--- src/rtl/axis_pkt_pkg.sv ---
// Shared types and defaults for the AXIS store-and-forward packet FIFO.
//   DEPTH_DEFAULT      default number of beat entries
//   PTR_WIDTH          pointer width for the default depth (address + wrap bit)
//   *_WIDTH_DEFAULT    default AXIS field widths
//   ptr_t              pointer type for the default depth
//   beat_t             one stored beat {last, user, id, dest, data}
package axis_pkt_pkg;

    localparam int unsigned DEPTH_DEFAULT      = 16;
    localparam int unsigned PTR_WIDTH          = $clog2(DEPTH_DEFAULT) + 1;
    localparam int unsigned DATA_WIDTH_DEFAULT = 8;
    localparam int unsigned ADDR_WIDTH_DEFAULT = 4;
    localparam int unsigned ID_WIDTH_DEFAULT   = 2;
    localparam int unsigned USER_WIDTH_DEFAULT = 4;

    typedef logic [PTR_WIDTH-1:0] ptr_t;

    typedef struct packed {
        logic                          last;
        logic [USER_WIDTH_DEFAULT-1:0] user;
        logic [ID_WIDTH_DEFAULT-1:0]   id;
        logic [ADDR_WIDTH_DEFAULT-1:0] dest;
        logic [DATA_WIDTH_DEFAULT-1:0] data;
    } beat_t;

endpackage

--- src/rtl/axis_pkt_ram.sv ---
// Beat storage for axis_pkt_fifo: DEPTH x WIDTH, registered write, asynchronous read.
//   clk    clock
//   we     write enable
//   waddr  write address
//   wdata  write data
//   raddr  read address
//   rdata  read data (combinational from raddr)
module axis_pkt_ram
    import axis_pkt_pkg::*;
#(
    parameter int unsigned DEPTH = DEPTH_DEFAULT,
    parameter int unsigned WIDTH = 19
) (
    input  logic                     clk,
    input  logic                     we,
    input  logic [$clog2(DEPTH)-1:0] waddr,
    input  logic [WIDTH-1:0]         wdata,
    input  logic [$clog2(DEPTH)-1:0] raddr,
    output logic [WIDTH-1:0]         rdata
);

    logic [WIDTH-1:0] mem [DEPTH];

    always_ff @(posedge clk) begin
        if (we) begin
            mem[waddr] <= wdata;
        end
    end

    assign rdata = mem[raddr];

endmodule

--- src/rtl/axis_pkt_fifo.sv ---
// Store-and-forward AXIS packet FIFO. A frame becomes visible downstream only once its
// tlast beat is stored; sideband (tdest, tid, tuser, tlast) is kept per beat.
//   clk, rst        single clock, synchronous active-high reset
//   s_t*            upstream AXIS slave side (s_tready = room available)
//   m_t*            downstream AXIS master side (fields driven 0 while m_tvalid=0)
//   level           stored beats, committed plus partial (wr_ptr - rd_ptr)
//   frames          complete frames stored
//   drop_count      8-bit saturating count of dropped frames (AXIS_PKT_FIFO_DROP_EN only)
// Build option AXIS_PKT_FIFO_DROP_EN: frames that would overflow are dropped. Without it,
// a frame longer than DEPTH is released cut-through so the FIFO cannot deadlock.
module axis_pkt_fifo
    import axis_pkt_pkg::*;
#(
    parameter int unsigned DEPTH           = DEPTH_DEFAULT,
    parameter int unsigned AXIS_DATA_WIDTH = DATA_WIDTH_DEFAULT,
    parameter int unsigned AXIS_ADDR_WIDTH = ADDR_WIDTH_DEFAULT,
    parameter int unsigned AXIS_ID_WIDTH   = ID_WIDTH_DEFAULT,
    parameter int unsigned AXIS_USER_WIDTH = USER_WIDTH_DEFAULT
) (
    input  logic                       clk,
    input  logic                       rst,
    input  logic [AXIS_DATA_WIDTH-1:0] s_tdata,
    input  logic [AXIS_ADDR_WIDTH-1:0] s_tdest,
    input  logic [AXIS_ID_WIDTH-1:0]   s_tid,
    input  logic [AXIS_USER_WIDTH-1:0] s_tuser,
    input  logic                       s_tvalid,
    input  logic                       s_tlast,
    output logic                       s_tready,
    output logic [AXIS_DATA_WIDTH-1:0] m_tdata,
    output logic [AXIS_ADDR_WIDTH-1:0] m_tdest,
    output logic [AXIS_ID_WIDTH-1:0]   m_tid,
    output logic [AXIS_USER_WIDTH-1:0] m_tuser,
    output logic                       m_tvalid,
    output logic                       m_tlast,
    input  logic                       m_tready,
`ifdef AXIS_PKT_FIFO_DROP_EN
    output logic [7:0]                 drop_count,
`endif
    output logic [$clog2(DEPTH):0]     level,
    output logic [$clog2(DEPTH):0]     frames
);

    localparam int unsigned AW     = $clog2(DEPTH);
    localparam int unsigned PW     = AW + 1;
    localparam int unsigned BEAT_W = 1 + AXIS_USER_WIDTH + AXIS_ID_WIDTH + AXIS_ADDR_WIDTH
                                     + AXIS_DATA_WIDTH;

    logic [PW-1:0]     wr_ptr_q, wr_ptr_d;
    logic [PW-1:0]     rd_ptr_q, rd_ptr_d;
    logic [PW-1:0]     frm_ptr_q, frm_ptr_d;
    logic [PW-1:0]     frames_q, frames_d;
    logic              full;
    logic              wr_en;
    logic              rd_en;
    logic              rd_last;
    logic [BEAT_W-1:0] wr_beat;
    logic [BEAT_W-1:0] rd_beat;
    logic [BEAT_W-1:0] m_beat;

    assign full    = (wr_ptr_q[AW-1:0] == rd_ptr_q[AW-1:0]) && (wr_ptr_q[AW] != rd_ptr_q[AW]);
    assign wr_beat = {s_tlast, s_tuser, s_tid, s_tdest, s_tdata};
    assign rd_last = rd_beat[BEAT_W-1];
    assign rd_en   = m_tvalid && m_tready;

    axis_pkt_ram #(
        .DEPTH (DEPTH),
        .WIDTH (BEAT_W)
    ) u_ram (
        .clk   (clk),
        .we    (wr_en),
        .waddr (wr_ptr_q[AW-1:0]),
        .wdata (wr_beat),
        .raddr (rd_ptr_q[AW-1:0]),
        .rdata (rd_beat)
    );

`ifdef AXIS_PKT_FIFO_DROP_EN
    logic       drop_q;
    logic [7:0] drop_cnt_q;
    logic       accept;
    logic       drop_start;

    assign m_tvalid = (frames_q != '0);
    // While full, a beat of an uncommitted frame is still taken: it starts the drop.
    assign s_tready   = !rst && (drop_q || !full || (wr_ptr_q != frm_ptr_q));
    assign accept     = s_tvalid && s_tready;
    assign drop_start = accept && !drop_q && full;
    assign wr_en      = accept && !drop_q && !full;
    assign drop_count = drop_cnt_q;

    always_ff @(posedge clk) begin
        if (rst) begin
            drop_q     <= 1'b0;
            drop_cnt_q <= '0;
        end else if (drop_start) begin
            drop_q <= !s_tlast;
            if (drop_cnt_q != 8'hff) begin
                drop_cnt_q <= drop_cnt_q + 8'd1;
            end
        end else if (accept && drop_q && s_tlast) begin
            drop_q <= 1'b0;
        end
    end
`else
    logic force_q;
    logic empty;
    logic guard;

    assign empty = (wr_ptr_q == rd_ptr_q);
    // Full with no complete frame can only be a frame longer than DEPTH.
    assign guard    = full && (frames_q == '0);
    assign m_tvalid = (frames_q != '0) || guard || (force_q && !empty);
    assign s_tready = !rst && !full;
    assign wr_en    = s_tvalid && s_tready;

    always_ff @(posedge clk) begin
        if (rst) begin
            force_q <= 1'b0;
        end else if (guard) begin
            force_q <= 1'b1;
        end else if (rd_en && rd_last) begin
            force_q <= 1'b0;
        end
    end
`endif

    always_comb begin
        wr_ptr_d  = wr_ptr_q;
        rd_ptr_d  = rd_ptr_q;
        frm_ptr_d = frm_ptr_q;
        if (wr_en) begin
            wr_ptr_d = wr_ptr_q + PW'(1);
            if (s_tlast) begin
                frm_ptr_d = wr_ptr_q + PW'(1);
            end
        end
`ifdef AXIS_PKT_FIFO_DROP_EN
        if (drop_start) begin
            wr_ptr_d = frm_ptr_q;
        end
`endif
        if (rd_en) begin
            rd_ptr_d = rd_ptr_q + PW'(1);
        end
        frames_d = frames_q + PW'(wr_en && s_tlast) - PW'(rd_en && rd_last);
    end

    always_ff @(posedge clk) begin
        if (rst) begin
            wr_ptr_q  <= '0;
            rd_ptr_q  <= '0;
            frm_ptr_q <= '0;
            frames_q  <= '0;
        end else begin
            wr_ptr_q  <= wr_ptr_d;
            rd_ptr_q  <= rd_ptr_d;
            frm_ptr_q <= frm_ptr_d;
            frames_q  <= frames_d;
        end
    end

    // Memory contents are undefined until written, so fields are gated to 0 when idle.
    assign m_beat = m_tvalid ? rd_beat : '0;
    assign {m_tlast, m_tuser, m_tid, m_tdest, m_tdata} = m_beat;

    assign level  = wr_ptr_q - rd_ptr_q;
    assign frames = frames_q;

endmodule

--- config.mk ---
export PLATFORM = sky130hd
export DESIGN_NAME = axis_pkt_fifo
export DESIGN_NICKNAME = d
export VERILOG_FILES = /design/src/rtl/axis_pkt_pkg.sv /design/src/rtl/axis_pkt_ram.sv /design/src/rtl/axis_pkt_fifo.sv
export SDC_FILE = /design/constraint.sdc
export NUM_CORES = 1
export LEC_CHECK = 0
export CAP_MARGIN = 0
export CELL_PAD_IN_SITES_DETAIL_PLACEMENT = 2
export CELL_PAD_IN_SITES_GLOBAL_PLACEMENT = 2
export CORE_ASPECT_RATIO = 0.5
export CORE_MARGIN = 3
export CORE_UTILIZATION = 46
export DETAILED_ROUTE_END_ITERATION = 6
export MAX_ROUTING_LAYER = met4
export PLACE_DENSITY_LB_ADDON = 0.25
export SLEW_MARGIN = 20
export SYNTH_ARGS = -nofsm -noshare
export SYNTH_HDL_FRONTEND = slang
export SYNTH_SLANG_ARGS = --single-unit
--- constraint.sdc ---
create_clock -name clk -period 4.5 [get_ports clk]
set_input_delay 0.45 -clock clk [delete_from_list [all_inputs] [get_ports clk]]
set_output_delay 0.45 -clock clk [all_outputs]
set_load 0.02 [all_outputs]
==> impl_metrics.ini <==
[run_status]
status = complete, no violations

[detailed_routing]
wl_met2_um = 16100
dr.pass1.iters = 5
drtIter0Drc = 697
wirelength_um = 34500
drc_errors = 0
wl_met1_um = 16000
highest_layer = met4
wl_per_cell_um = 33.2
route.met3.wl_um = 1900
vias_per_cell = 6.01
num_vias = 6248
antenna_left = 0

[clock_network]
cts_setup_buffers = 0
path_clk_slew_ns = 0.07
cts_tree = yes
cts.path.max_buffers = 3
cts_buffers = 28
htree_num_levels = 1
cts.sinks = 324
ctsHoldBuffers = 0
clk-insertion-delay-late_ns = 0.57
cts_resized = 0
cts_root_buffer = clkbuf_16

[setup_path]
rr_worst_depth = 14
worstPathBufferInverterCount = 2
crit_path_frequent_cell = mux4_2
crit_required_ns = 4.05
reg2reg_from = wr_ptr_q[2]$_SDFFE_PP0P_
crit_path_top_delay_cell = dfxtp_4
arrival_ns = 3.38
path_cells = buf_12 -> mux4_2 -> mux4_2 -> nor2b_1 -> clkdlybuf4s50_1
critPathKind = flip-flop to output pin
path_delay_family = multiplexers
crit_path_end_kind = output pin
worstSetupStartpointType = flip-flop
r2r_slack_ns = 0.89
cp_max_fo = 28
reg2reg_to = frames[4]$_SDFF_PP0_
slowest_delay_ns = 0.71

[synthesis]
synth_compound_area_share_pct = 0.875
synth_mux_area_share_pct = 17.0
yosys.area_share.simple_pct = 2.82
yosys_warnings = 0
synth_top_area_share_pct = 71.8
ys_ff_latch = 324
syn_nets = 629
synth_area_um2 = 12700
ys_seq_area_share_pct = 74.9
synthesis.instances = 589
netlist_top_cells_area = edfxtp_1 72%, mux4_2 17%, dfxtp_1 3.1%
synth-edff-count = 304
synth_top_family_by_area = multiplexers
synth_adder_area_share_pct = 1.79
netlist.top_cell.by_area = edfxtp_1
synth.lib_cells_used.distinct = 33
synth_area_per_cell_um2 = 21.6
ys.flop_type = edfxtp_1
synth-xor-area-share_pct = 0.964
synthArstFlopShare_pct = 0

[worst_hold_path]
min_from = force_q$_SDFFE_PP0P_
holdCritPathClass = flip-flop to flip-flop
hold_path_depth = 2
whs_endpoint = force_q$_SDFFE_PP0P_

[power_and_ir_drop]
ir_drop_mv = 0.274
p_comb_share_pct = 24.4
p_int_mw = 5.79
leakage_nw = 4.62
switching_share_pct = 27.4
clock_power_share_pct = 31.9
report.power.total_mw = 7.97
power_density_nw_per_um2 = 539
p_sw_mw = 2.18
seq_power_share_pct = 43.7

[placed_design]
port_buffers = 53
placed_area_um2 = 13900
gp_congestion = 0.707
placed_cells = 989
hpwl_um = 20300

[global_route]
grt_pass1_wl_um = 50800
grt_overflow = 0
grt_max_degree = 45
grt_usage_pct = 25.1
grt_pass1_vias = 7015
antenna_found_initial = 0

[floorplanning]
io_pins = 54
fp.dieW_um = 241
rows = 42
chipHeight_um = 124
start_util_pct = 47.5
core_area_um2 = 26800
die_area_um2 = 29800

[finish]
diodes = 0
fin_cells = 1040
syn2layout_area_growth_pct = 16.4
final_common_cell = edfxtp_1
final_cell_mix = 304 x edfxtp_1, 94 x mux4_2, 53 x clkdlybuf4s50_1
drive_gt1_share_pct = 26.5
postLayoutCellArea_um2 = 14800
fin_nets = 707

[timing]
rsz0062_at_grt = false
clock_skew_ns = 0.0194
finalSetupViolCount = 0
fin_crit_ns = 3.83
fin_setup_tns_ns = 0
fin_crit_sh_pct = 85.1
worst_pin_slew_ns = 0.907
max-slew-margin-rel_pct = 39.4
slew_violations = 0
fmax_mhz = 261
hold_viol_final = 0

[run]
drv_cap = 0
[tightest hold or removal path: stages (launching register included)]
cell     delay [ns]
dfxtp_1        0.31
o21ai_0        0.07
a21oi_1        0.06
[area by class of cell]
class                      instances  area, um2
fill                            2228      12000
sequential                       324       9540
multi-input combinational        221       3030
clock buffer                      39        813
timing repair buffer              76        791
tap                              352        440
clock inverter                    12        131
inverter                          16       60.1
[layer usage]
layer  GRT usage (%)  up-vias
li1                -     2557
met1            37.2     3425
met2            37.6      221
met3            4.78       45
met4            3.95        0
met5               -        -
[logic make-up after synthesis]
logic type | count (synthesis)
buf+inv | 44
simple gates | 73
xor+xnor | 14
mux | 98
flops | 324
compound gates | 19
fa+ha+maj | 17
[registers in the layout, summed over array words and instances, names as in the netlist, named ones only]
name       flops
rd_ptr_q       5
u_ram.mem    304
force_q        1
frames         5
wr_ptr_q       5
[worst max-delay path by stage]
stage / endpoint / slack [ns] / start / cells past startpoint
2_1_floorplan: u_ram.mem[3][0]$_DFFE_PP_ / 1.25 / wr_ptr_q[0]$_SDFFE_PP0P_ / 6
3_3_place_gp: frames[4]$_SDFF_PP0_ / 1.13 / wr_ptr_q[2]$_SDFFE_PP0P_ / 14
3_5_place_dp: frames[4]$_SDFF_PP0_ / 0.95 / wr_ptr_q[2]$_SDFFE_PP0P_ / 14
4_1_cts: m_tdest[0] / 0.60 / flip-flop / 5
5_1_grt: m_tuser[0] / 0.48 / flip-flop / 5
6_report: m_tdest[0] / 0.67 / flip-flop / 5
[synthesized netlist by cell type (2+ instances only)]
master and instances:
mux2i_1 3, o21ai_0 5, edfxtp_1 304, xor2_1 7, nand2b_1 3, buf_1 2, ha_1 15, mux4_2 94
a21o_1 3, nor2b_1 20, buf_6 5, inv_1 16, nand2_1 9, nor3_1 5, a21oi_1 7, xnor2_1 7
nor2_1 29, dfxtp_1 20, clkbuf_1 14, fa_1 2, or3_1 2, buf_2 6
[power by group through the flow]
stage	sequential, mW	clock (mW)	combinational, mW
finish	3.48	2.55	1.94
global route	3.50	2.70	2.10
CTS	3.49	2.59	1.98
detailed placement	3.56	0	1.96
global placement	3.55	0	1.91
floorplan	3.47	0	1.32
[stage by stage]
stage               setup WS, ns  hold WS (ns)  util (%)
global placement            1.13         0.498      51.7
global route               0.479         0.518      55.2
CTS                        0.598         0.490      55.2
floorplan                   1.25         0.454         -
detailed placement         0.945         0.477      51.7
finish                     0.670         0.484      55.2
Power figures use the tool's default switching activity.
